`src/rtl/barrel_shift_left_seq.sv`:
```
// Multi-cycle left barrel shifter (logical or rotate), one power-of-two stage per clock,
// largest stage first, with valid/ready handshakes on both the operand and result sides.
module barrel_shift_left_seq #(
    parameter int WIDTH = 8,
    parameter int SHW   = $clog2(WIDTH)
) (
    input  logic             clk,
    input  logic             rst_n,
    input  logic [WIDTH-1:0] in,
    input  logic [SHW-1:0]   ctrl,
    input  logic             rot,
    input  logic             in_valid,
    output logic             in_ready,
    output logic [WIDTH-1:0] out,
    output logic             ovf,
    output logic             out_valid,
    input  logic             out_ready
);

    // Handshake rule on both sides: a transfer happens on a rising edge where valid and
    // ready are both high; the producer holds its payload stable until that edge.

    typedef enum logic [1:0] {
        IDLE  = 2'd0,
        SHIFT = 2'd1,
        DONE  = 2'd2
    } state_t;

    state_t           state_q;
    state_t           state_d;
    logic [WIDTH-1:0] data_q;
    logic [SHW-1:0]   ctrl_q;
    logic             rot_q;
    logic             ovf_acc;
    logic [SHW-1:0]   k_q;

    logic [WIDTH-1:0] stage_data;
    logic             stage_ovf;
    logic [WIDTH-1:0] lost_bits;

    assign in_ready = (state_q == IDLE);

    // One stage of the shift network, selected by the current stage index k_q.
    always_comb begin
        stage_data = data_q;
        stage_ovf  = 1'b0;
        lost_bits  = '0;
        for (int s = 0; s < SHW; s++) begin
            if (k_q == SHW'(s) && ctrl_q[s]) begin
                lost_bits = data_q >> (WIDTH - (1 << s));
                if (rot_q) begin
                    stage_data = (data_q << (1 << s)) | lost_bits;
                end else begin
                    stage_data = data_q << (1 << s);
                    stage_ovf  = |lost_bits;
                end
            end
        end
    end

    always_comb begin
        state_d = state_q;
        case (state_q)
            IDLE:    if (in_valid) state_d = SHIFT;
            SHIFT:   if (k_q == '0) state_d = DONE;
            DONE:    if (out_ready) state_d = IDLE;
            default: state_d = IDLE;
        endcase
    end

    always_ff @(posedge clk or negedge rst_n) begin
        if (!rst_n) begin
            state_q <= IDLE;
        end else begin
            state_q <= state_d;
        end
    end

    always_ff @(posedge clk or negedge rst_n) begin
        if (!rst_n) begin
            data_q    <= '0;
            ctrl_q    <= '0;
            rot_q     <= 1'b0;
            ovf_acc   <= 1'b0;
            k_q       <= '0;
            out       <= '0;
            ovf       <= 1'b0;
            out_valid <= 1'b0;
        end else begin
            case (state_q)
                IDLE: begin
                    if (in_valid) begin
                        data_q  <= in;
                        ctrl_q  <= ctrl;
                        rot_q   <= rot;
                        ovf_acc <= 1'b0;
                        k_q     <= SHW'(SHW - 1);
                    end
                end
                SHIFT: begin
                    data_q  <= stage_data;
                    ovf_acc <= ovf_acc | stage_ovf;
                    if (k_q == '0) begin
                        out       <= stage_data;
                        ovf       <= rot_q ? 1'b0 : (ovf_acc | stage_ovf);
                        out_valid <= 1'b1;
                    end else begin
                        k_q <= k_q - 1'b1;
                    end
                end
                DONE: begin
                    if (out_ready) out_valid <= 1'b0;
                end
                default: ;
            endcase
        end
    end

endmodule

```
`config.mk`:
```
export PLATFORM = sky130hd
export DESIGN_NAME = barrel_shift_left_seq
export DESIGN_NICKNAME = d
export VERILOG_FILES = /design/src/rtl/barrel_shift_left_seq.sv
export SDC_FILE = /design/constraint.sdc
export NUM_CORES = 1
export LEC_CHECK = 0
export CORE_MARGIN = 2
export CORE_UTILIZATION = 25
export DETAILED_ROUTE_END_ITERATION = 7
export GPL_TIMING_DRIVEN = 0
export PLACE_DENSITY = 0.47
export SLEW_MARGIN = 20
export SYNTH_ARGS = -nofsm -noshare
export SYNTH_HDL_FRONTEND = slang
export SYNTH_SLANG_ARGS = --single-unit
```
`constraint.sdc`:
```
create_clock -name clk -period 2.6 [get_ports clk]
set_input_delay 0.39 -clock clk [delete_from_list [all_inputs] [get_ports clk]]
set_output_delay 0.39 -clock clk [all_outputs]
set_load 0.05 [all_outputs]
```
Word level (Yosys, flattened, before mapping)
Index checks and enable logic that the tools add are counted.
{ "op_classes": {"add_sub_neg": 1, "n_eq_ne": 8, "n_mux": 27, "bitwise_logic": 4, "n_reduce_logical": 15} }
{ "op_table": {"columns": ["cell", "n"], "rows": [
  ["2-to-1 mux 8 bit", 7],
  ["case mux 8 bit (2 select lines)", 1],
  ["2-to-1 mux 1 bit", 10],
  ["AND reduction 3 bit", 3],
  ["!= test 2 bit (second input constant)", 4],
  ["bitwise OR 8 x 1 -> 8 bit", 1],
  ["bitwise OR 8 x 2 -> 8 bit", 1],
  ["bitwise OR 8 x 4 -> 8 bit", 1],
  ["2-to-1 mux 2 bit", 3],
  ["2-to-1 mux 3 bit", 2],
  ["case mux 2 bit (3 select lines)", 1],
  ["case mux 3 bit (2 select lines)", 1],
  ["AND reduction 2 bit", 3],
  ["case mux 1 bit (2 select lines)", 2],
  ["nonzero test 2 bit", 2],
  ["OR reduction 4 bit", 1],
  ["== test 3 x 1 -> 1 bit (second input constant)", 1],
  ["== test 3 x 2 -> 1 bit (second input constant)", 1],
  ["logical AND 1 bit", 3],
  ["logical NOT 3 bit", 1],
  ["subtractor 3 x 1 -> 3 bit (second input constant)", 1],
  ["== test 2 x 1 -> 1 bit (second input constant)", 1],
  ["== test 2 bit (second input constant)", 1],
  ["logical NOT 2 bit", 1],
  ["other kinds (2)", 2]
]} }
{ "word_totals": {"register_bits": 28, "in_bits": 16, "out_inout_bits": 11, "word_cells": 64} }

Longest topological paths before layout
Gate-level depths: netlist of the first run.
{ "depth": {"word_depth": 9, "ltp_mapped": 8, "ltp_nobuf": 7} }

Worst setup path before layout of the first run
No wires, ideal clock.
{ "synth_path": {"path_type": "flip-flop to flip-flop", "from": "reg k_q[0]", "to": "reg data_q[4]", "setup_time_ns": 0.135, "arrival_time_ns": 1.741, "required_ns": 2.465, "path_slack_ns": 0.724, "stages_incl_launch_ff": 9, "path_buffers": 1, "period_less_slack_ns": 1.876, "cell_sequence": "dfrtp_1 -> inv_1 -> ha_1 -> ha_1 -> buf_4 -> nand2_4 -> mux2_2 -> a222oi_1 -> o21ai_0"} }
{ "synth_via": {"elab_chain_cells": 6, "word_cells_on_any_way": 10, "cone_classes": "eq/ne (2); mux (4); reduce/logical (4)"} }
{ "synth_lines": {"columns": ["item", "line_no", "text"], "rows": [
  ["start, declared", "35", "logic [SHW-1:0] k_q;"],
  ["start signal, assigned", "97", "k_q <= SHW'(SHW - 1);"],
  ["start signal, assigned", "108", "k_q <= k_q - 1'b1;"],
  ["logical NOT 3 bit", "49", "if (k_q == SHW'(s) && ctrl_q[s]) begin"],
  ["logical AND 1 bit", "49", null],
  ["2-to-1 mux 8 bit (2 in series)", "49", null],
  ["2-to-1 mux 8 bit *", "49", null],
  ["case mux 8 bit (2 select lines) *", "90", "case (state_q)"],
  ["end signal, assigned", "93", "data_q <= in;"],
  ["end signal, assigned", "101", "data_q <= stage_data;"],
  ["end, declared", "31", "logic [WIDTH-1:0] data_q;"]
]} }
Every way passes the cells marked *; elsewhere a longest branch is shown, timed or not.
A chain may end at the register's enable or synchronous reset.

Final worst setup path of the first run
{ "layout_path": {"from": "reg k_q[0]", "to": "reg data_q[7]"} }
Same word-level chain as after synthesis.

==> results of run 1 <==
## worst reg2reg max path, delay by kind of cell, from the launching register on
kind | cells | cell delay, ps
AO/OA/AOI/OAI | 2 | 540
adder cells (fa/ha/maj) | 2 | 390
buffers and inverters | 2 | 240
flip-flops | 1 | 360
multiplexers | 1 | 350
AND/OR/NAND/NOR | 1 | 120
## stage by stage
step / area, µm² / std cells
finish: 1879 / 243
global placement: 1813 / 239
CTS: 1879 / 243
detailed placement: 1808 / 239
floorplan: 1463 / 141
global route: 1879 / 243
## per-layer routing
metal	share of wire, %	vias to the layer above	GRT usage (%)
met4	1.1	0	3.559
met3	5.2	5	2.135
li1	-	584	-
met1	49	603	17.04
met5	0	-	0
met2	45	28	19.67
## layout make-up
cell class	instances	share of cell area, %
clock inverters	1	1.598
plain buffers	6	1.531
multi-input cells	100	37.62
flip-flops and latches	28	37.28
well taps	72	4.794
repair buffers	26	13.58
inverters	7	1.398
clock buffers	3	2.197
## worst max path at each step
stage	from	end	slack (ps)	cells past startpoint
6_report	k_q[0]	data_q[7]	480	8
5_1_grt	k_q[0]	out[7]	310	8
4_1_cts	k_q[0]	data_q[7]	470	8
3_5_place_dp	k_q[0]	data_q[7]	470	8
3_3_place_gp	in_valid	data_q[6]	470	5
2_1_floorplan	k_q[0]	data_q[4]	720	8
## Yosys cell counts, drive strengths merged (2+ instances only)
cell,n
inv,7
ha,4
o32ai,2
a221oi,2
o21ai,18
nand2,15
a222oi,5
nor2,9
buf,4
mux2,12
dfrtp,28
a21oi,4
nand2b,2
a22oi,8
and3b,2
mux2i,2
or2,2
clkbuf,2
## cells by family after synthesis
group                    Yosys count  share of synthesized area [%]
AO/OA/AOI/OAI                     45                          21.04
adder cells (fa/ha/maj)            4                          3.422
buffers and inverters             13                          3.764
flip-flops                        28                          47.90
multiplexers                      14                          10.61
AND/OR/NAND/NOR                   37                          13.26
## power groups by stage
stage / registers (mW) / logic (mW) / clock network, mW
floorplan: 0.996 / 0.780 / 0
global placement: 0.846 / 1.32 / 0
detailed placement: 0.857 / 1.34 / 0
CTS: 0.851 / 1.35 / 0.360
global route: 0.885 / 1.47 / 0.378
finish: 0.853 / 1.33 / 0.350
## flip-flops by register name, indices dropped and copies added (netlist names)
register	count
ctrl_q	3
data_q	8
k_q	3
out	8
out_valid	1
ovf	1
ovf_acc	1
rot_q	1
state_q	2
## cells in the final DEF (no fill, tap or decap), drive strengths merged, types with 2 or more instances in the layout
cell type / n
inv: 7
mux2: 12
a21oi: 4
clkbuf: 5
o21ai: 18
a222oi: 5
ha: 4
a221oi: 2
mux2i: 2
nand2b: 2
a22oi: 8
o32ai: 2
dfrtp: 28
buf: 5
and3b: 2
or2: 2
nand2: 15
clkdlybuf4s50: 25
nor2: 9
==> insert_results.sql, run 1 <==
INSERT INTO impl_metrics (metric_group, metric, value, unit) VALUES
('timing', 'final.period_utilization', '81.73', '%'),
('floorplanning', 'design.portCount', '27', ''),
('cts', 'cts.repair_timing.setup_buffer_count', '0', ''),
('grt', 'first_global_vias', '1224', ''),
('min_path', 'min-delay-path-class', 'primary input to asynchronous set/reset pin', ''),
('timing', 'rsz0062_at_grt', 'false', ''),
('worst_setup_path', 'timing_worst_setup_path_type', 'register to register', ''),
('grt', 'grt_max_degree', '29', ''),
('synthesis', 'synth_top_area_share', '47.90', '%'),
('timing', 'fin_tns_setup', '0', 'ps'),
('worst_setup_path', 'r2r_end', 'data_q[7]', ''),
('cts', 'cts.hold.buffers_added', '0', ''),
('floorplanning', 'placeableCoreArea', '0.005574', 'mm²'),
('grt', 'number_of_antenna_violations_at_the_first_check_in_global_routing', '0', ''),
('worst_setup_path', 'worst-r2r-cell-count', '8', ''),
('routing', 'vias', '1220', ''),
('timing', 'skew', '8.378', 'ps'),
('placement', 'placement.setup.worst_slack', '472.3', 'ps'),
('power', 'internal_power', '1.388', 'mW'),
('placement', 'place_congestion', '0.7856', ''),
('power', 'total_power', '2.532', 'mW'),
('cells_and_area', 'post-route-util', '33.71', '%'),
('routing', 'remaining_drc_errors', '0', ''),
('worst_setup_path', 'critical_path.startpoint_type', 'register', ''),
('synthesis', 'synth_top_cell_by_area', 'sky130_fd_sc_hd__dfrtp_1', ''),
('grt', 'globalRouteTotalUtil', '12.32', '%'),
('cells_and_area', 'post_route_cells_drive_above_1_share', '13.45', '%'),
('cts', 'clk_pin_slew', '100', 'ps'),
('timing', 'max_slew.worst_pin.slew', '644.1', 'ps'),
('worst_setup_path', 'cp-end-kind', 'register', ''),
('power', 'vdd_ir_drop_max', '504.1', 'µV'),
('worst_setup_path', 'timing.critical_path.buf_inv', '2', ''),
('worst_setup_path', 'worst_ep_required_time', '2750', 'ps'),
('timing', 'relSlewSlack', '57.06', '%'),
('cells_and_area', 'numnets_final', '192', ''),
('synthesis', 'syn-instance-count', '141', ''),
('power', 'portion_of_total_power_attributed_to_the_clock_network', '13.8', '%'),
('timing', 'timing.final.ws_setup', '475.1', 'ps'),
('floorplanning', 'row_count', '27', ''),
('run', 'maxCapViolations', '0', ''),
('placement', 'port_buffers', '26', ''),
('timing', 'final_max_slew_viol_count', '0', ''),
('grt', 'wire_length_of_the_first_global_routing_pass', '6.085', 'mm'),
('timing', 'max_freq', '0.4706', 'GHz'),
('grt', 'grt.overflow.total', '0', ''),
('synthesis', 'ys_top_cells_by_area', 'sky130_fd_sc_hd__dfrtp_1 (48%), sky130_fd_sc_hd__mux2_2 (8.5%), sky130_fd_sc_hd__o21ai_0 (4.4%)', ''),
('worst_setup_path', 'timing.critical_path.cells', 'inv_1, ha_1, ha_1, buf_4, nand2_4, mux2_2, a222oi_1, o21ai_0', ''),
('timing', 'timing.final.hold_violations', '0', ''),
('floorplanning', 'die_w', '80.49', 'µm'),
('power', 'sw_frac_of_total', '45.17', '%'),
('cts', 'clock_insertion_delay_worst_skew', '280', 'ps'),
('synthesis', 'async_reset_ff_share', '100.0', '%'),
('cts', 'cts.htree.levels', '1', ''),
('run_status', 'run_status', 'completed', ''),
('cells_and_area', 'multiInputGateArea', '706.9', 'µm²'),
('synthesis', 'syn_avg_cell_area', '10.37', 'µm²'),
('cts', 'cts-root-buf', 'sky130_fd_sc_hd__clkbuf_8', ''),
('synthesis', 'yosys_warnings', '0', ''),
('routing', 'postRouteWirelength', '3.656', 'mm'),
('power', 'sequential_power_share', '33.7', '%'),
('cts', 'cts_max_path_buffers', '2', ''),
('routing', 'drt-wirelength-per-cell', '15.05', 'µm'),
('routing', 'route.detailed.vias_per_inst', '5.021', ''),
('cells_and_area', 'num_antenna_cells', '0', ''),
('worst_setup_path', 'critical-path-top-delay-family', 'compound AO/OA/AOI/OAI gates', ''),
('cells_and_area', 'ff_latch_area', '700.7', 'µm²'),
('synthesis', 'netlist_area', '0.001463', 'mm²'),
('worst_setup_path', 'crit_slowest_cell', 'sky130_fd_sc_hd__a222oi_1', ''),
('power', 'power_switching', '1.144', 'mW'),
('timing', 'timing.final.setup_violations', '0', ''),
('cells_and_area', 'flow.area_growth_from_synthesis', '28.49', '%');
(Power assumes the default switching activity.)
==> run 2: changes to the inputs <==
Settings changed: PLACE_DENSITY 0.47 to 0.49.
Clock period 2.6 ns to 1.7 ns, I/O delays scaled along.
==> run 2 against run 1 <==
Compared with the run above: total power up 72%; the flow now finishes with violations (negative hold slack, negative setup slack); clock-buffer cell count up 1; critical path depth down 1; sequential share of layout area down 4.6 points; sequential power up 56%.
==> insert_results.sql, run 2 (synthesis results as in run 1) <==
INSERT INTO impl_metrics (metric_group, metric, value, unit) VALUES
('cells_and_area', 'multiInputGateArea', '865.8', 'µm²'),
('routing', 'remaining_drc_errors', '0', ''),
('timing', 'max_freq', '0.5404', 'GHz'),
('timing', 'timing.final.setup_violations', '15', ''),
('cts', 'cts-root-buf', 'sky130_fd_sc_hd__clkbuf_8', ''),
('timing', 'rsz0062_at_grt', 'true', ''),
('cells_and_area', 'post_route_insts_no_fill', '257', ''),
('routing', 'drt_first_iter_violations', '90', ''),
('placement', 'placement.setup.worst_slack', '-329.9', 'ps'),
('grt', 'grt_max_degree', '29', ''),
('cells_and_area', 'post-route-util', '38.43', '%'),
('power', 'p_leak', '0.9766', 'nW'),
('worst_setup_path', 'critical_path_arrival', '2000', 'ps'),
('min_path', 'min-delay-path-class', 'primary input to asynchronous set/reset pin', ''),
('cells_and_area', 'flow.area_growth_from_synthesis', '46.45', '%'),
('placement', 'post-place-cells', '239', ''),
('worst_setup_path', 'worst_ep_required_time', '1850', 'ps'),
('floorplanning', 'design.portCount', '27', ''),
('grt', 'globalRouteTotalUtil', '13.06', '%'),
('run_status', 'run_status', 'finished with violations', ''),
('placement', 'place_hpwl', '2.667', 'mm'),
('worst_setup_path', 'cp-end-kind', 'register', ''),
('cts', 'clk_pin_slew', '100', 'ps'),
('placement', 'place_congestion', '0.7462', ''),
('worst_setup_path', 'critical_path.startpoint_type', 'register', ''),
('timing', 'timing.final.ws_setup', '-150.4', 'ps'),
('timing', 'fin_tns_setup', '-1359', 'ps'),
('cells_and_area', 'numnets_final', '206', ''),
('cts', 'cts.htree.levels', '1', ''),
('power', 'p_per_area', '2036', 'mW/mm²'),
('routing', 'postRouteWirelength', '3.836', 'mm'),
('run', 'maxCapViolations', '0', ''),
('routing', 'drt_pre_antenna_iters', '4', ''),
('timing', 'max_slew.worst_pin.slew', '645.9', 'ps'),
('cells_and_area', 'ff_latch_area', '700.7', 'µm²'),
('floorplanning', 'row_count', '27', ''),
('cts', 'cts_inserted_buffers', '3', ''),
('cells_and_area', 'postLayoutCellArea', '0.002142', 'mm²'),
('cells_and_area', 'num_antenna_cells', '0', ''),
('power', 'total_power', '4.361', 'mW'),
('floorplanning', 'placeableCoreArea', '0.005574', 'mm²'),
('run_status', 'violations', 'negative hold slack, negative setup slack', ''),
('timing', 'skew', '4.084', 'ps'),
('grt', 'wire_length_of_the_first_global_routing_pass', '6.451', 'mm'),
('timing', 'finalCriticalPeriod', '1850', 'ps'),
('power', 'vdd_ir_drop_max', '972.4', 'µV'),
('cts', 'clock_insertion_delay_worst_skew', '270', 'ps'),
('cells_and_area', 'mostFrequentLayoutCells', 'sky130_fd_sc_hd__dfrtp_1 (28), sky130_fd_sc_hd__o21ai_1 (15), sky130_fd_sc_hd__clkdlybuf4s50_1 (14), sky130_fd_sc_hd__buf_4 (14), sky130_fd_sc_hd__nand2_1 (13)', ''),
('timing', 'final.period_utilization', '108.8', '%'),
('floorplanning', 'die_w', '80.49', 'µm'),
('cells_and_area', 'fill_cells', '578', ''),
('timing', 'timing.final.hold_violations', '23', ''),
('timing', 'worst_hold_slack_after_final_layout', '-4.501', 'ps'),
('grt', 'number_of_antenna_violations_at_the_first_check_in_global_routing', '0', ''),
('cts', 'cts.hold.buffers_added', '0', ''),
('grt', 'grt.overflow.total', '0', ''),
('timing', 'final_max_slew_viol_count', '0', ''),
('placement', 'placed_cell_area', '0.001866', 'mm²'),
('worst_setup_path', 'path_max_fanout', '8', ''),
('floorplanning', 'floorplan.die_area', '0.006479', 'mm²'),
('cts', 'cts.sink_count', '28', ''),
('floorplanning', 'die_height', '80.49', 'µm'),
('timing', 'relSlewSlack', '56.94', '%'),
('worst_setup_path', 'timing_worst_setup_path_type', 'register to register', ''),
('cts', 'cts_tree', 'built', ''),
('routing', 'route.detailed.vias_per_inst', '4.988', ''),
('cells_and_area', 'post_route_cells_drive_above_1_share', '30.81', '%'),
('grt', 'first_global_vias', '1302', ''),
('cts', 'cts_max_path_buffers', '2', ''),
('placement', 'port_buffers', '26', ''),
('routing', 'route.antenna.remaining_nets', '0', ''),
('routing', 'drt-wirelength-per-cell', '14.93', 'µm'),
('floorplanning', 'floorplan.initialDensity', '26.24', '%'),
('routing', 'vias', '1282', ''),
('cells_and_area', 'largest_registers', 'data_q: 8 flops, out: 8 flops', ''),
('cells_and_area', 'mostFrequentLayoutCell', 'sky130_fd_sc_hd__dfrtp_1', '');
run 2: repair_timing:
action | 4_1_cts | 5_1_grt
gates cloned | 0 | 0
setup buffers | 12 | 5
pin swaps | 12 | 14
endpoints found under the setup margin | 25 | 26
resized for setup | 26 | 21
run 2: path summary, 6_finish.rpt:
| path | startpoint | end | slack (ps) | cells past startpoint |
|---|---|---|---|---|
| min | rst_n | ctrl_q[2] | -5 | 1 |
| min reg2reg | out[1] | out[1] | 490 | 2 |
| max in group asynchronous | rst_n | out[7] | 1290 | 1 |
| max | k_q[1] | data_q[5] | -150 | 7 |
| max reg2reg | k_q[1] | data_q[5] | -150 | 7 |
| min in group clk | out[1] | out[1] | 490 | 2 |
run 2: cell type report:
class	count	share of cell area [%]
inverters	7	1.227
multi-input cells	100	40.42
clock buffers	4	2.570
well taps	72	4.206
repair buffers	43	18.11
flip-flops and latches	28	32.71
plain buffers	3	0.7593
run 2: power breakdown:
group          switching, mW  internal [mW]  leakage, nW
clock                  0.209          0.207       0.0288
sequential             0.357          0.972        0.350
combinational           1.42           1.19        0.598
total                   1.99           2.37        0.977
run 2: per-layer routing:
layer	vias up	wire length, µm	track usage, %
li1	614	-	-
met1	633	1847	17.66
met2	33	1787	21.42
met3	2	178	2.921
met4	0	22	2.542
met5	-	0	0
run 2: worst max-delay path: stages (launching register included):
cell,delay (ps)
sky130_fd_sc_hd__dfrtp_1,410
sky130_fd_sc_hd__inv_2,90
sky130_fd_sc_hd__ha_4,140
sky130_fd_sc_hd__ha_4,160
sky130_fd_sc_hd__nand2_8,80
sky130_fd_sc_hd__mux2_4,310
sky130_fd_sc_hd__a222oi_1,420
sky130_fd_sc_hd__o21ai_1,120
